--- config.mk ---
export PLATFORM = sky130hd
export DESIGN_NAME = fp_expand
export DESIGN_NICKNAME = d
export VERILOG_FILES = /design/src/rtl/fp_expand.sv
export SDC_FILE = /design/constraint.sdc
export NUM_CORES = 1
export LEC_CHECK = 0
export ABC_AREA = 1
export BUFFER_PORTS_ARGS = -buffer_cell sky130_fd_sc_hd__buf_2
export CELL_PAD_IN_SITES_DETAIL_PLACEMENT = 0
export CELL_PAD_IN_SITES_GLOBAL_PLACEMENT = 1
export CORE_UTILIZATION = 41
export DETAILED_ROUTE_END_ITERATION = 10
export PLACE_DENSITY_LB_ADDON = 0.25
export SETUP_SLACK_MARGIN = 0.5
export SYNTH_ARGS = -nofsm -noshare
export SYNTH_HDL_FRONTEND = slang
export SYNTH_SLANG_ARGS = --single-unit
--- constraint.sdc ---
create_clock -name clk -period 1.61 [get_ports clk]
set_input_delay 0.4025 -clock clk [delete_from_list [all_inputs] [get_ports clk]]
set_output_delay 0.4025 -clock clk [all_outputs]
set_load 0.005 [all_outputs]
--- src/rtl/fp_expand.sv ---
// Iterative expander from the 8-bit {S,E[2:0],F[3:0]} float to a 12-bit two's-complement value.
// Define FP_EXPAND_ROUND_EN to rebuild the midpoint of the truncated range instead of the floor.
module fp_expand (
  input  logic        clk,
  input  logic        rst_n,
  input  logic        in_valid,
  output logic        in_ready,
  input  logic [7:0]  in_fp,
  output logic        out_valid,
  input  logic        out_ready,
  output logic [11:0] out_data,
  output logic        busy
);

`ifdef FP_EXPAND_ROUND_EN
  localparam bit P_ROUND_EN = 1'b1;
`else
  localparam bit P_ROUND_EN = 1'b0;
`endif

  typedef enum logic [1:0] {
    ST_IDLE,
    ST_SHIFT,
    ST_SIGN,
    ST_DONE
  } state_t;

  state_t             r_state, w_state_nxt;
  logic        [11:0] r_mag, w_mag_nxt;
  logic        [2:0]  r_cnt, w_cnt_nxt;
  logic        [2:0]  r_e, w_e_nxt;
  logic               r_s, w_s_nxt;
  logic               r_in_ready, w_in_ready_nxt;
  logic               r_out_valid, w_out_valid_nxt;
  logic        [11:0] r_out_data, w_out_data_nxt;
  logic               r_busy, w_busy_nxt;

  // Midpoint of the bits the encoder dropped below the significand; zero and E=0 have none.
  function automatic logic [11:0] f_round(input logic [11:0] mag, input logic [2:0] e);
    logic [11:0] half;
    half = (e == 3'd0) ? 12'd0 : (12'd1 << (e - 3'd1));
    if (P_ROUND_EN && (mag != 12'd0))
      return mag | half;
    return mag;
  endfunction

  // Magnitude never reaches 2048, so negation cannot overflow; -0 folds to 0 naturally.
  function automatic logic signed [11:0] f_apply_sign(input logic [11:0] m, input logic s);
    logic signed [11:0] sm;
    sm = $signed(m);
    return s ? -sm : sm;
  endfunction

  always_comb begin
    w_state_nxt     = r_state;
    w_mag_nxt       = r_mag;
    w_cnt_nxt       = r_cnt;
    w_e_nxt         = r_e;
    w_s_nxt         = r_s;
    w_out_valid_nxt = r_out_valid;
    w_out_data_nxt  = r_out_data;
    case (r_state)
      ST_IDLE: begin
        if (in_valid) begin
          w_mag_nxt   = {8'd0, in_fp[3:0]};
          w_cnt_nxt   = in_fp[6:4];
          w_e_nxt     = in_fp[6:4];
          w_s_nxt     = in_fp[7];
          w_state_nxt = ST_SHIFT;
        end
      end
      ST_SHIFT: begin
        if (r_cnt != 3'd0) begin
          w_mag_nxt = r_mag << 1;
          w_cnt_nxt = r_cnt - 3'd1;
        end else begin
          w_state_nxt = ST_SIGN;
        end
      end
      ST_SIGN: begin
        w_out_data_nxt  = f_apply_sign(f_round(r_mag, r_e), r_s);
        w_out_valid_nxt = 1'b1;
        w_state_nxt     = ST_DONE;
      end
      ST_DONE: begin
        if (out_ready) begin
          w_out_valid_nxt = 1'b0;
          w_state_nxt     = ST_IDLE;
        end
      end
      default: w_state_nxt = ST_IDLE;
    endcase
    // Status outputs are registered from the next state so they line up with r_state.
    w_in_ready_nxt = (w_state_nxt == ST_IDLE);
    w_busy_nxt     = (w_state_nxt == ST_SHIFT) || (w_state_nxt == ST_SIGN);
  end

  always_ff @(posedge clk or negedge rst_n) begin
    if (!rst_n) begin
      r_state     <= ST_IDLE;
      r_mag       <= 12'd0;
      r_cnt       <= 3'd0;
      r_e         <= 3'd0;
      r_s         <= 1'b0;
      r_in_ready  <= 1'b1;
      r_out_valid <= 1'b0;
      r_out_data  <= 12'd0;
      r_busy      <= 1'b0;
    end else begin
      r_state     <= w_state_nxt;
      r_mag       <= w_mag_nxt;
      r_cnt       <= w_cnt_nxt;
      r_e         <= w_e_nxt;
      r_s         <= w_s_nxt;
      r_in_ready  <= w_in_ready_nxt;
      r_out_valid <= w_out_valid_nxt;
      r_out_data  <= w_out_data_nxt;
      r_busy      <= w_busy_nxt;
    end
  end

  assign in_ready  = r_in_ready;
  assign out_valid = r_out_valid;
  assign out_data  = r_out_data;
  assign busy      = r_busy;

endmodule

# --- Yosys cells after proc, flatten, opt, wreduce, memory -nomap -nowiden ---
# Index checks and enable logic that the tools add are counted.
totals:
  reg_bits: 33
  latch_bits: 0
  ram_bits: 0
  romBits: 0
  inputBits: 12
  out_inout_bits: 15
  n_memories: 0
op_classes:
  n_addsub: 2
  multipliers: 0
  n_div: 0
  order_cmp: 0
  n_eq_ne: 8
  n_shift: 0
  mux: 13
  bitwise: 0
  reduce_logical: 9
op_table:
  columns: ["cell", "count"]
  rows:
  - ["$mux W12", 3]
  - ["$pmux W12 S2", 1]
  - ["$neg A12 Y12", 1]
  - ["$pmux W2 S4", 1]
  - ["$eq A2 B2 Y1 const B", 3]
  - ["$mux W2", 3]
  - ["$mux W3", 2]
  - ["$ne A2 B2 Y1 const B", 3]
  - ["$pmux W3 S2", 1]
  - ["$eq A2 B1 Y1 const B", 2]
  - ["$logic_not A2 Y1", 2]
  - ["$reduce_and A2 Y1", 2]
  - ["$reduce_bool A2 Y1", 2]
  - ["$reduce_and A3 Y1", 1]
  - ["$reduce_bool A3 Y1", 1]
  - ["$sub A3 B1 Y3 const B", 1]
  - ["$pmux W1 S2", 1]
  - ["$logic_or A1 B1 Y1", 1]
  - ["$mux W1", 1]

# --- Longest topological paths before layout ---
# Gate-level depths: netlist (run 1).
depth:
  depth_word: 5
  mapped_depth: 9
  depth_no_buf: 9

# --- Least setup slack after synthesis (run 1) ---
# No wires, ideal clock.
synth_path:
  path_type: "flip-flop to flip-flop"
  start: "reg r_state[0]"
  end: "reg r_busy, in the netlist busy"
  setup_time_ns: 0.126
  arrival_ns: 1.204
  t_required_ns: 1.484
  setup_slack_ns: 0.280
  path_stages_with_launch: 8
  period_less_slack_ns: 1.330
  path_cell_list: "dfrtp_1 -> inv_2 -> nor2_4 -> buf_4 -> inv_1 -> o21ai_1 -> inv_1 -> ha_1"
synth_via:
  elab_chain_cells: 4
synth_rtl:
  columns: ["item", "line", "rtl"]
  rows:
  - ["start, declared", "28", "state_t r_state, w_state_nxt;"]
  - ["start signal, assigned", "110", "r_state <= w_state_nxt;"]
  - ["$eq A2 B2 Y1 (tied with other cells)", "62", "case (r_state)"]
  - ["$pmux W2 S4 (*)", "62", null]
  - ["net w_state_nxt[1]", "28", null]
  - ["$eq A2 B1 Y1 or $eq A2 B2 Y1 (tied branches)", "95", "w_busy_nxt = (w_state_nxt == ST_SHIFT) || (w_state_nxt == ST_SIGN);"]
  - ["$logic_or A1 B1 Y1 (*)", "95", null]
  - ["net w_busy_nxt", "36", "logic r_busy, w_busy_nxt;"]
  - ["end signal, assigned", "118", "r_busy <= w_busy_nxt;"]
  - ["end, declared", "36", null]
# The timed path passes the listed nets; every way through them passes the cells marked *.
# A chain may end at the register's enable or synchronous reset.

# --- Worst setup path after layout (run 1) ---
layout_path:
  start: "reg r_mag[1]"
  end: "reg r_out_data[8], in the netlist out_data[8]"
layout_via:
  elab_chain_cells: 2
layout_rtl:
  columns: ["item", "line", "rtl"]
  rows:
  - ["start, declared", "29", "logic [11:0] r_mag, w_mag_nxt;"]
  - ["start signal, assigned", "111", "r_mag <= w_mag_nxt;"]
  - ["$neg A12 Y12", "51", "return s ? -sm : sm;"]
  - ["$mux W12", "51", null]
  - ["end signal, assigned", "117", "r_out_data <= w_out_data_nxt;"]
  - ["end, declared", "35", "logic [11:0] r_out_data, w_out_data_nxt;"]
# No other way between the ends.

==> metrics.md, run 1 <==
| Metric | Value |
|---|---|
| Outcome | finished, final reports clean |
| Worst Path Max Fanout | 3 |
| Area growth, synth to finish | 53.0% |
| 1st-pass router iterations | 4 |
| Worst setup margin | 300 ps |
| Setup Skew | 10.1 ps |
| Starting Density | 44.0% |
| Die Footprint | 4270 um^2 |
| Mapped Area | 1650 um^2 |
| Post-DP HPWL | 2.63 mm |
| Pins Over Slew Limit | 0 |
| Clock tree buffer depth | 2 |
| Total gr overflow | 0 |
| Element type at the critical path start | flip-flop |
| Worst path cell trace | inv_2 -> ha_4 -> inv_4 -> nor3_4 -> nand3_2 -> nand2_1 -> nand2_1 -> nand3_1 -> nand2_1 |
| Final wirelength | 4.90 mm |
| Most frequent cells in the layout | 40 x buf_4, 35 x nand2_1, 29 x dfrtp_1, 26 x buf_2, 18 x o21ai_1 |
| Reg2Reg Depth | 9 |
| Core Area | 3740 um^2 |
| Final Core Density | 67.2% |
| Synth warnings | 0 |
| Crit Path Category | flip-flop to flip-flop |
| Endpoint class of the critical path | flip-flop |
| Register area share after synthesis | 50.3% |
| Vias in the first global route | 1592 |
| Wire length of the first global-routing pass | 7.11 mm |
| Routed WL per cell | approximately 15 um |
| Initial DRC Count | 95 |
| Arr. time, crit path | 1500 ps |
| Routed Antenna Nets | 0 |
| Clk pin slew, worst setup/hold paths | ~70 ps |
| Critical Path RT | between 1500 and 2000 ps |
| Largest net degree at the start of global routing | 19 |
| Synth Instances | 195 |
| Relative slew slack | 72.1% |
| Setup violators final | 0 |
| Fin Hold WS | 34.0 ps |
| Peak VDD IR | 0.00146 V |
| Mean post-synth cell area | around 8.4 um^2 |
| Final Hold Fails | 0 |
| PD cells | 2400 nW/um^2 |
| Clock tree root driver cell | clkbuf_8 |
| Std cell rows | 22 |
| Commonest non-fill, non-tap cell in the layout | buf_4 |
| Nets | 287 |
| H-tree Lvls | 2 |
| Setup_tns | 0 ps |
| Fin cells | between 300 and 400 |
| RSZ-0062 raised after global routing | true |
| CTS buffer count | 5 |
| Via/cell ratio | 5.12 |
| Slowest stage delay, CP | 400 ps |
| Inserted Diodes | 0 |
| Clk sinks | 33 |
| Ratio of final minimum period to clock period | 81.3% |
| Share of cells above drive strength 1 | 48.9% |
| Dpl cell area | 1900 um^2 |
| Vias | 1638 |
| Drc violations | 0 |
| Pre-CTS setup slack | between 150 and 200 ps |
| Finished Cell Area | 2520 um^2 |
| Lkg Pwr | 1.23 nW |
| Pwr Total | 6.05 mW |
| Worst skew pair latency | 300 ps |
| Slowest-stage cell, CP | dfrtp_1 |
| Crit path time final | 1310 ps |
| Die Ht | around 65 um |
| CTS tree | yes |
| Initial antenna violation count | 0 |
| Die X | 65.4 um |
| Cell mode on critical path | nand2_1 |
| Hold Buf Count CTS | 0 |
| Actual slew at the worst max-slew pin | between 400 and 500 ps |
| Synth cell types | 23 |
| IO buf count | 26 |
| Total GRT Usage | 22.9% |
| Class of the worst hold path | primary input to async pin |
| Max cap viols | 0 |
| Net Count, Synth | 211 |
| Placed cells | approximately 270 |
| # IOs | 27 |
| Max Clk Rate | about 760 MHz |
| #FFs+latches synth | 33 |
| Final GP Congestion | ~0.86 |
[cell usage after synthesis]
cell type   n  area (um^2)
nand4_1     4         25.0
buf_6       2         22.5
nand3_1    25          125
nor2_4      2         22.5
ha_1        4         50.1
o21ai_0    20          100
inv_1      22         82.6
nand2_2     3         18.8
buf_2       2         10.0
o211ai_1    4         30.0
inv_2       2         7.51
a22oi_2     1         12.5
nor3_1      1         5.00
dfrtp_1    32          801
nor2_1      8         30.0
nand2_1    44          165
dfstp_2     1         26.3
xor2_1      4         35.0
o21bai_1    1         7.51
a21oi_1     1         5.00
o21ai_1     9         45.0
buf_4       2         15.0
clkbuf_1    1         3.75
[cell families after synthesis]
family,count (synthesis),share of synthesized area [%]
simple gates,87,23.8
fa+ha+maj,4,3.04
buf+inv,31,8.59
flops,33,50.3
xor+xnor,4,2.13
compound gates,36,12.2
[power by group]
| part | switching [mW] | internal (mW) | total, mW |
|---|---|---|---|
| logic | 2.03 | 1.91 | 3.94 |
| clock network | 0.304 | 0.307 | 0.611 |
| registers | 0.295 | 1.21 | 1.50 |
| total | 2.63 | 3.42 | 6.05 |
[critical path, delay by kind of cell (launching register included)]
family	cells	cell delay (ps)
and+or+nand+nor	6	500
DFF	1	400
adders and majority gates	1	150
buffers and inverters	2	130
[state kept, by name, summed over array words and instances (netlist names)]
register / count
busy: 1
in_ready: 1
out_data: 12
out_valid: 1
r_cnt: 3
r_mag: 12
r_s: 1
r_state: 2
[worst paths after layout]
kind | start | slack [ps] | end
max in group asynchronous | rst_n | 1060 | in_ready$_DFF_PN1_
setup reg to reg | r_mag[1]$_DFFE_PN0P_ | 300 | out_data[8]$_DFFE_PN0P_
hold reg to reg | out_data[2]$_DFFE_PN0P_ | 490 | out_data[2]$_DFFE_PN0P_
hold / removal | rst_n | 30 | r_s$_DFFE_PN0P_
min in group clk | in_fp[5] | 380 | r_cnt[1]$_DFFE_PN0P_
setup / recovery | r_mag[1]$_DFFE_PN0P_ | 300 | out_data[8]$_DFFE_PN0P_
[layout make-up]
| cell class | instances | area, um^2 |
|---|---|---|
| fillers | 300 | 1230 |
| multi-input cells | 131 | 872 |
| flip-flops and latches | 33 | 831 |
| repair buffers | 74 | 554 |
| inverters | 24 | 103 |
| clock buffers | 8 | 80.1 |
| well taps | 48 | 60.1 |
| repair inverters | 2 | 17.5 |
[per-layer routing]
metal	global-route usage (%)	vias up	share of wire [%]
met2	40.6	46	53
met4	8.70	0	1.7
met5	0	-	0
met1	25.2	797	41
li1	-	787	-
met3	7.47	8	3.8
[repair_timing]
item,CTS,global route
cloned,1,2
resized for setup,29,34
pin swaps,10,19
setup endpoints to repair,46,44
setup buffers,24,19
Note: power is estimated with default switching activity, not from simulation.
==> run 2, diff against run 1 <==
Clock period 1.61 ns to 1.4 ns, I/O delays scaled along.
==> metrics.md, run 2 (same netlist as run 1, synthesis figures left out) <==
| Metric | Value |
|---|---|
| Outcome | finished, final reports clean |
| Critical Path RT | ~1600 ps |
| Final wirelength | between 4 and 5 mm |
| Setup violators final | 0 |
| Clock tree buffer depth | 2 |
| Initial DRC Count | 89 |
| Pins Over Slew Limit | 0 |
| Seq pwr share | 25.7% |
| Die Footprint | 4270 um^2 |
| Share of cells above drive strength 1 | a little under half |
| Combinational share of power | 63.8% |
| Area growth, synth to finish | 48.9% |
| Total GRT Usage | 21.5% |
| RSZ-0062 raised after global routing | true |
| Crit path time final | 1270 ps |
| Vias | 1562 |
| Relative slew slack | 82.9% |
| Clk pin slew, worst setup/hold paths | 70 ps |
| Worst Path Max Fanout | 5 |
| Worst reg2reg endpoint | out_data[9]$_DFFE_PN0P_ |
| Wire length of the first global-routing pass | roughly 6.9 mm |
| Actual slew at the worst max-slew pin | 253 ps |
| Vias in the first global route | 1476 |
| Net switching power figure | about 2.8 mW |
| FILL cells | 323 |
| Internal power | 3.80 mW |
| Clock tree root driver cell | clkbuf_8 |
| H-tree Lvls | 2 |
| Arr. time, crit path | 1440 ps |
| Setup_tns | 0 ps |
| Final Hold Fails | 0 |
| IO buf count | 26 |
| Starting Density | 44.0% |
| Placed cells | around 270 |
| Fin Hold WS | 4.71 ps |
| Fin cells | 312 |
| Class of the worst hold path | primary input to async pin |
| Switching Fraction | 42.2% |
| Max Clk Rate | approximately 800 MHz |
| PD cells | 2690 nW/um^2 |
| Inserted Diodes | 0 |
| Ratio of final minimum period to clock period | 90.4% |
| Worst skew pair latency | 280 ps |
| Reg2Reg Depth | 7 |
| Via/cell ratio | approximately 5 |
| Pre-CTS setup slack | 53.9 ps |
| CTS tree | yes |
| Core Area | between 3000 and 4000 um^2 |
| Clock Power Share | between 10% and 20% |
| Crit Path Category | flip-flop to flip-flop |
| Std cell rows | 22 |
| Total gr overflow | 0 |
| Nets | ~280 |
| Element type at the critical path start | flip-flop |
| Initial antenna violation count | 0 |
| Reg2reg start | r_mag[1]$_DFFE_PN0P_ |
| Final GP Congestion | between 0.7 and 0.8 |
| Endpoint class of the critical path | flip-flop |
| Setup Skew | 5.24 ps |
| Most frequent cells in the layout | 37 x nand2_1, 31 x buf_4, 28 x dfrtp_1, 26 x buf_2, 23 x o21ai_1 |
| Drc violations | 0 |
| Pwr Total | 6.58 mW |
| Peak VDD IR | 0.00143 V |
| Worst setup margin | 135 ps |
| Largest net degree at the start of global routing | 34 |
| 1st-pass router iterations | 4 |
| Routed Antenna Nets | 0 |
| Clk sinks | 33 |
| # IOs | 27 |
| Die Ht | ~65 um |
| Max cap viols | 0 |
| Die X | 65.4 um |
| Post-DP HPWL | 2.46 mm |
| Commonest non-fill, non-tap cell in the layout | nand2_1 |
| Routed WL per cell | 13.4 um |
| Lkg Pwr | around 1.2 nW |
| CTS buffer count | 5 |
| R2R Setup Slk | 130 ps |
| Hold Buf Count CTS | 0 |
## run 2: cell types whose count changed in the layout (fill, tap and decap cells not counted), sizes merged
cell / before / now
buf: 74 / 66
clkbuf: 8 / 9
clkinv: 1 / 0
## run 2: cell type report
cell class	instances	area [um^2]	area share (%)
Inverter	24	100	4.09
Timing Repair inverter	1	6.26	0.255
Sequential cell	33	832	34.0
Tap cell	48	60.1	2.45
Multi-Input combinational cell	131	865	35.3
Timing Repair Buffer	67	507	20.7
Clock buffer	8	80.1	3.27
## run 2: worst max path at each step
stage	startpoint	endpoint	slack, ps	cells after the start
floorplan	r_state[0]$_DFF_PN0_	busy$_DFF_PN0_	120	7
global placement	r_state[0]$_DFF_PN0_	busy$_DFF_PN0_	90	5
detailed placement	r_state[0]$_DFF_PN0_	busy$_DFF_PN0_	50	5
CTS	in_ready$_DFF_PN1_	in_ready	150	1
global route	r_cnt[0]$_DFFE_PN0P_	r_cnt[1]$_DFFE_PN0P_	60	8
finish	r_mag[1]$_DFFE_PN0P_	out_data[9]$_DFFE_PN0P_	130	7
## run 2: critical path, cell delays in order (launching register included)
cell and delay [ps]:
dfrtp_1 390, buf_4 160, nor2_4 120, nand2_4 80
o21bai_4 160, nand4_1 100, nand3_1 100, nand2_1 50
## run 2: through the flow
stage	util, %	cell area, um^2
after floorplan	-	1720
after global placement	51.4	1920
after detailed placement	51.4	1920
after CTS	61.5	2300
after global routing	65.4	2450
final	65.4	2450
## run 2: repair_timing
| item | 4_1_cts | 5_1_grt |
|---|---|---|
| setup buffers | 24 | 8 |
| gates resized for setup | 39 | 17 |
| cloned | 2 | 1 |
| setup endpoints to repair | 48 | 48 |
| pin swaps | 17 | 8 |
## run 2: power groups by stage
| stage | Combinational [mW] | Clock [mW] | Sequential [mW] |
|---|---|---|---|
| after floorplan | 2.04 | 0 | 1.66 |
| after global placement | 2.64 | 0 | 1.68 |
| after detailed placement | 2.68 | 0 | 1.70 |
| after CTS | 3.64 | 0.711 | 1.68 |
| after global routing | 4.65 | 0.758 | 1.74 |
| final | 4.20 | 0.693 | 1.69 |
## run 2: metal layers
metal / part of all wire (%) / up-vias / global-route usage [%] / routed length (um)
li1: - / 779 / - / -
met5: 0 / - / 0 / 0
met1: 44 / 739 / 26.4 / 1840
met4: 1.3 / 0 / 8.97 / 55
met3: 4.0 / 6 / 5.73 / 166
met2: 51 / 38 / 35.6 / 2130
==> run 3, diff against run 2 <==
--- a/config.mk
+++ b/config.mk
@@ -13,3 +13,3 @@
 export DETAILED_ROUTE_END_ITERATION = 10
-export PLACE_DENSITY_LB_ADDON = 0.25
+export PLACE_DENSITY_LB_ADDON = 0.1
 export SETUP_SLACK_MARGIN = 0.5
==> constraint.sdc (replaced) <==
create_clock -name clk -period 1.4 [get_ports clk]
set_input_delay 0.21 -clock clk [delete_from_list [all_inputs] [get_ports clk]]
set_output_delay 0.21 -clock clk [all_outputs]
set_load 0.1 [all_outputs]
==> metrics.md, run 3 (same netlist as run 1, synthesis figures left out) <==
| Metric | Value |
|---|---|
| Clock tree root driver cell | clkbuf_8 |
| Max cap viols | 0 |
| Starting Density | approximately 44% |
| Pins Over Slew Limit | 0 |
| Total GRT Usage | 23.3% |
| Routed Antenna Nets | 0 |
| Arr. time, crit path | between 1000 and 1500 ps |
| Std cell rows | 22 |
| Largest net degree at the start of global routing | 22 |
| Relative slew slack | 78.2% |
| Final Hold Fails | 0 |
| Post-DP HPWL | 2.71 mm |
| Initial antenna violation count | 0 |
| Via/cell ratio | 5.14 |
| Die Footprint | 4270 um^2 |
| Cell mode on critical path | nand2_4 |
| H-tree Lvls | 2 |
| Max Clk Rate | 761 MHz |
| Die Ht | 65.4 um |
| Setup_tns | 0 ps |
| Element type at the critical path start | flip-flop |
| Total gr overflow | 0 |
| Vias | 1551 |
| RSZ-0062 raised after global routing | true |
| Worst path cell trace | inv_2 -> ha_4 -> nand2_4 -> nand2_4 -> nand2_8 -> buf_12 -> o211ai_1 -> o21ai_1 |
| Ratio of final minimum period to clock period | 93.9% |
| CTS tree | yes |
| Number of buffers and inverters on the critical path | 2 |
| Commonest non-fill, non-tap cell in the layout | nand2_1 |
| Clock tree buffer depth | 2 |
| Setup Skew | 6.20 ps |
| Hold Crit Depth | 3 |
| Actual slew at the worst max-slew pin | 326 ps |
| Share of cells above drive strength 1 | 55.9% |
| Vias in the first global route | 1559 |
| Nets | 269 |
| Slowest-stage cell, CP | dfrtp_1 |
| Crit path time final | around 1300 ps |
| Final GP Congestion | 0.845 |
| Finished Cell Area | 2720 um^2 |
| Crit Path Category | flip-flop to flip-flop |
| Outcome | finished, final reports clean |
| Register area | 851 um^2 |
| Worst skew pair latency | roughly 290 ps |
| IO buf count | 26 |
| Clk pin slew, worst setup/hold paths | 70 ps |
| Final wirelength | ~4.4 mm |
| Area growth, synth to finish | 65.2% |
| Die X | 65.4 um |
| Most frequent cells in the layout | 34 x nand2_1, 19 x buf_4, 17 x o21ai_1 |
| Clk sinks | 33 |
| 1st-pass router iterations | 4 |
| Multi-input gate area | 921 um^2 |
| Reg2Reg Depth | 8 |
| FILL cells | 300 |
| Endpoint class of the critical path | flip-flop |
| Critical Path RT | between 1500 and 2000 ps |
| CTS buffer count | 5 |
| Routed WL per cell | 14.4 um |
| Class of the worst hold path | primary input to flip-flop |
| Worst Path Max Fanout | 6 |
| Family with the most delay on the worst path | flip-flops |
| Crit. path cell count | 8 |
| Dpl cell area | 1990 um^2 |
| Wire length of the first global-routing pass | between 7 and 8 mm |
| Inserted Diodes | 0 |
| Setup violators final | 0 |
| Slowest stage delay, CP | approximately 400 ps |
| # IOs | 27 |
| Core Area | 3740 um^2 |
| Initial DRC Count | 74 |
| Final Core Density | 72.6% |
| Drc violations | 0 |
run 3: cell types whose count changed in the layout (fill, tap and decap cells not counted), moves of 4 or more:
cell	previous run	this run
buf_4	31	19
buf_2	26	11
o21ai_2	3	10
o21ai_1	23	17
dfrtp_1	28	16
nand3_1	17	13
buf_12	2	16
dfrtp_2	4	16
run 3: worst reg2reg max path, stage by stage, from the launching register on:
cell      delay, ps
dfrtp_1         410
inv_2            90
ha_4            130
nand2_4          60
nand2_4          90
nand2_8         100
buf_12          150
o211ai_1         80
o21ai_1          90
run 3: final timing paths:
| check | from | end | slack [ps] |
|---|---|---|---|
| hold / removal | in_fp[0] | r_mag[0]$_DFFE_PN0P_ | 180 |
| max in group asynchronous | rst_n | in_ready$_DFF_PN1_ | 610 |
| hold reg to reg | out_data[10]$_DFFE_PN0P_ | out_data[10]$_DFFE_PN0P_ | 510 |
| min in group asynchronous | rst_n | r_mag[1]$_DFFE_PN0P_ | 340 |
| setup / recovery | r_cnt[0]$_DFFE_PN0P_ | r_mag[1]$_DFFE_PN0P_ | 90 |
| setup reg to reg | r_cnt[0]$_DFFE_PN0P_ | r_mag[1]$_DFFE_PN0P_ | 90 |
run 3: layout make-up:
cell class	instances	share of cell area (%)
Clock buffer	7	3.54
Clock inverter	1	0.184
Inverter	24	3.77
Multi-Input combinational cell	131	33.9
Sequential cell	33	31.3
Tap cell	48	2.21
Timing Repair Buffer	56	24.5
Timing Repair inverter	2	0.644
run 3: what timing repair did:
item / in CTS / in global routing
pin swaps: 14 / 1
hold buffers: 1 / 0
hold endpoints to repair: 12 / 0
setup buffers: 13 / 3
resized for setup: 90 / 36
cloned: 5 / 0
setup endpoints to repair: 48 / 49
run 3: stage by stage:
step                std cells  setup slack (ps)  hold WS [ps]
detailed placement        272              51.0           136
CTS                       299              95.4           181
floorplan                 195               124         -85.6
finish                    302              85.8           179
global route              302              32.3           194
global placement          272              86.7           127
run 3: layer usage:
metal  part of all wire [%]  wire length, um  vias to the layer above  global-route usage (%)
met5                      0                0                        -                       0
met4                    1.5               65                        0                    11.7
li1                       -                -                      758                       -
met3                    3.7              161                        6                    5.38
met2                     53             2300                       33                    39.2
met1                     42             1830                      754                    27.7
Power of run 3 is left out: the tool's default activity adds up to more than one toggle a clock period on the data nets, which glitch-free logic cannot reach.
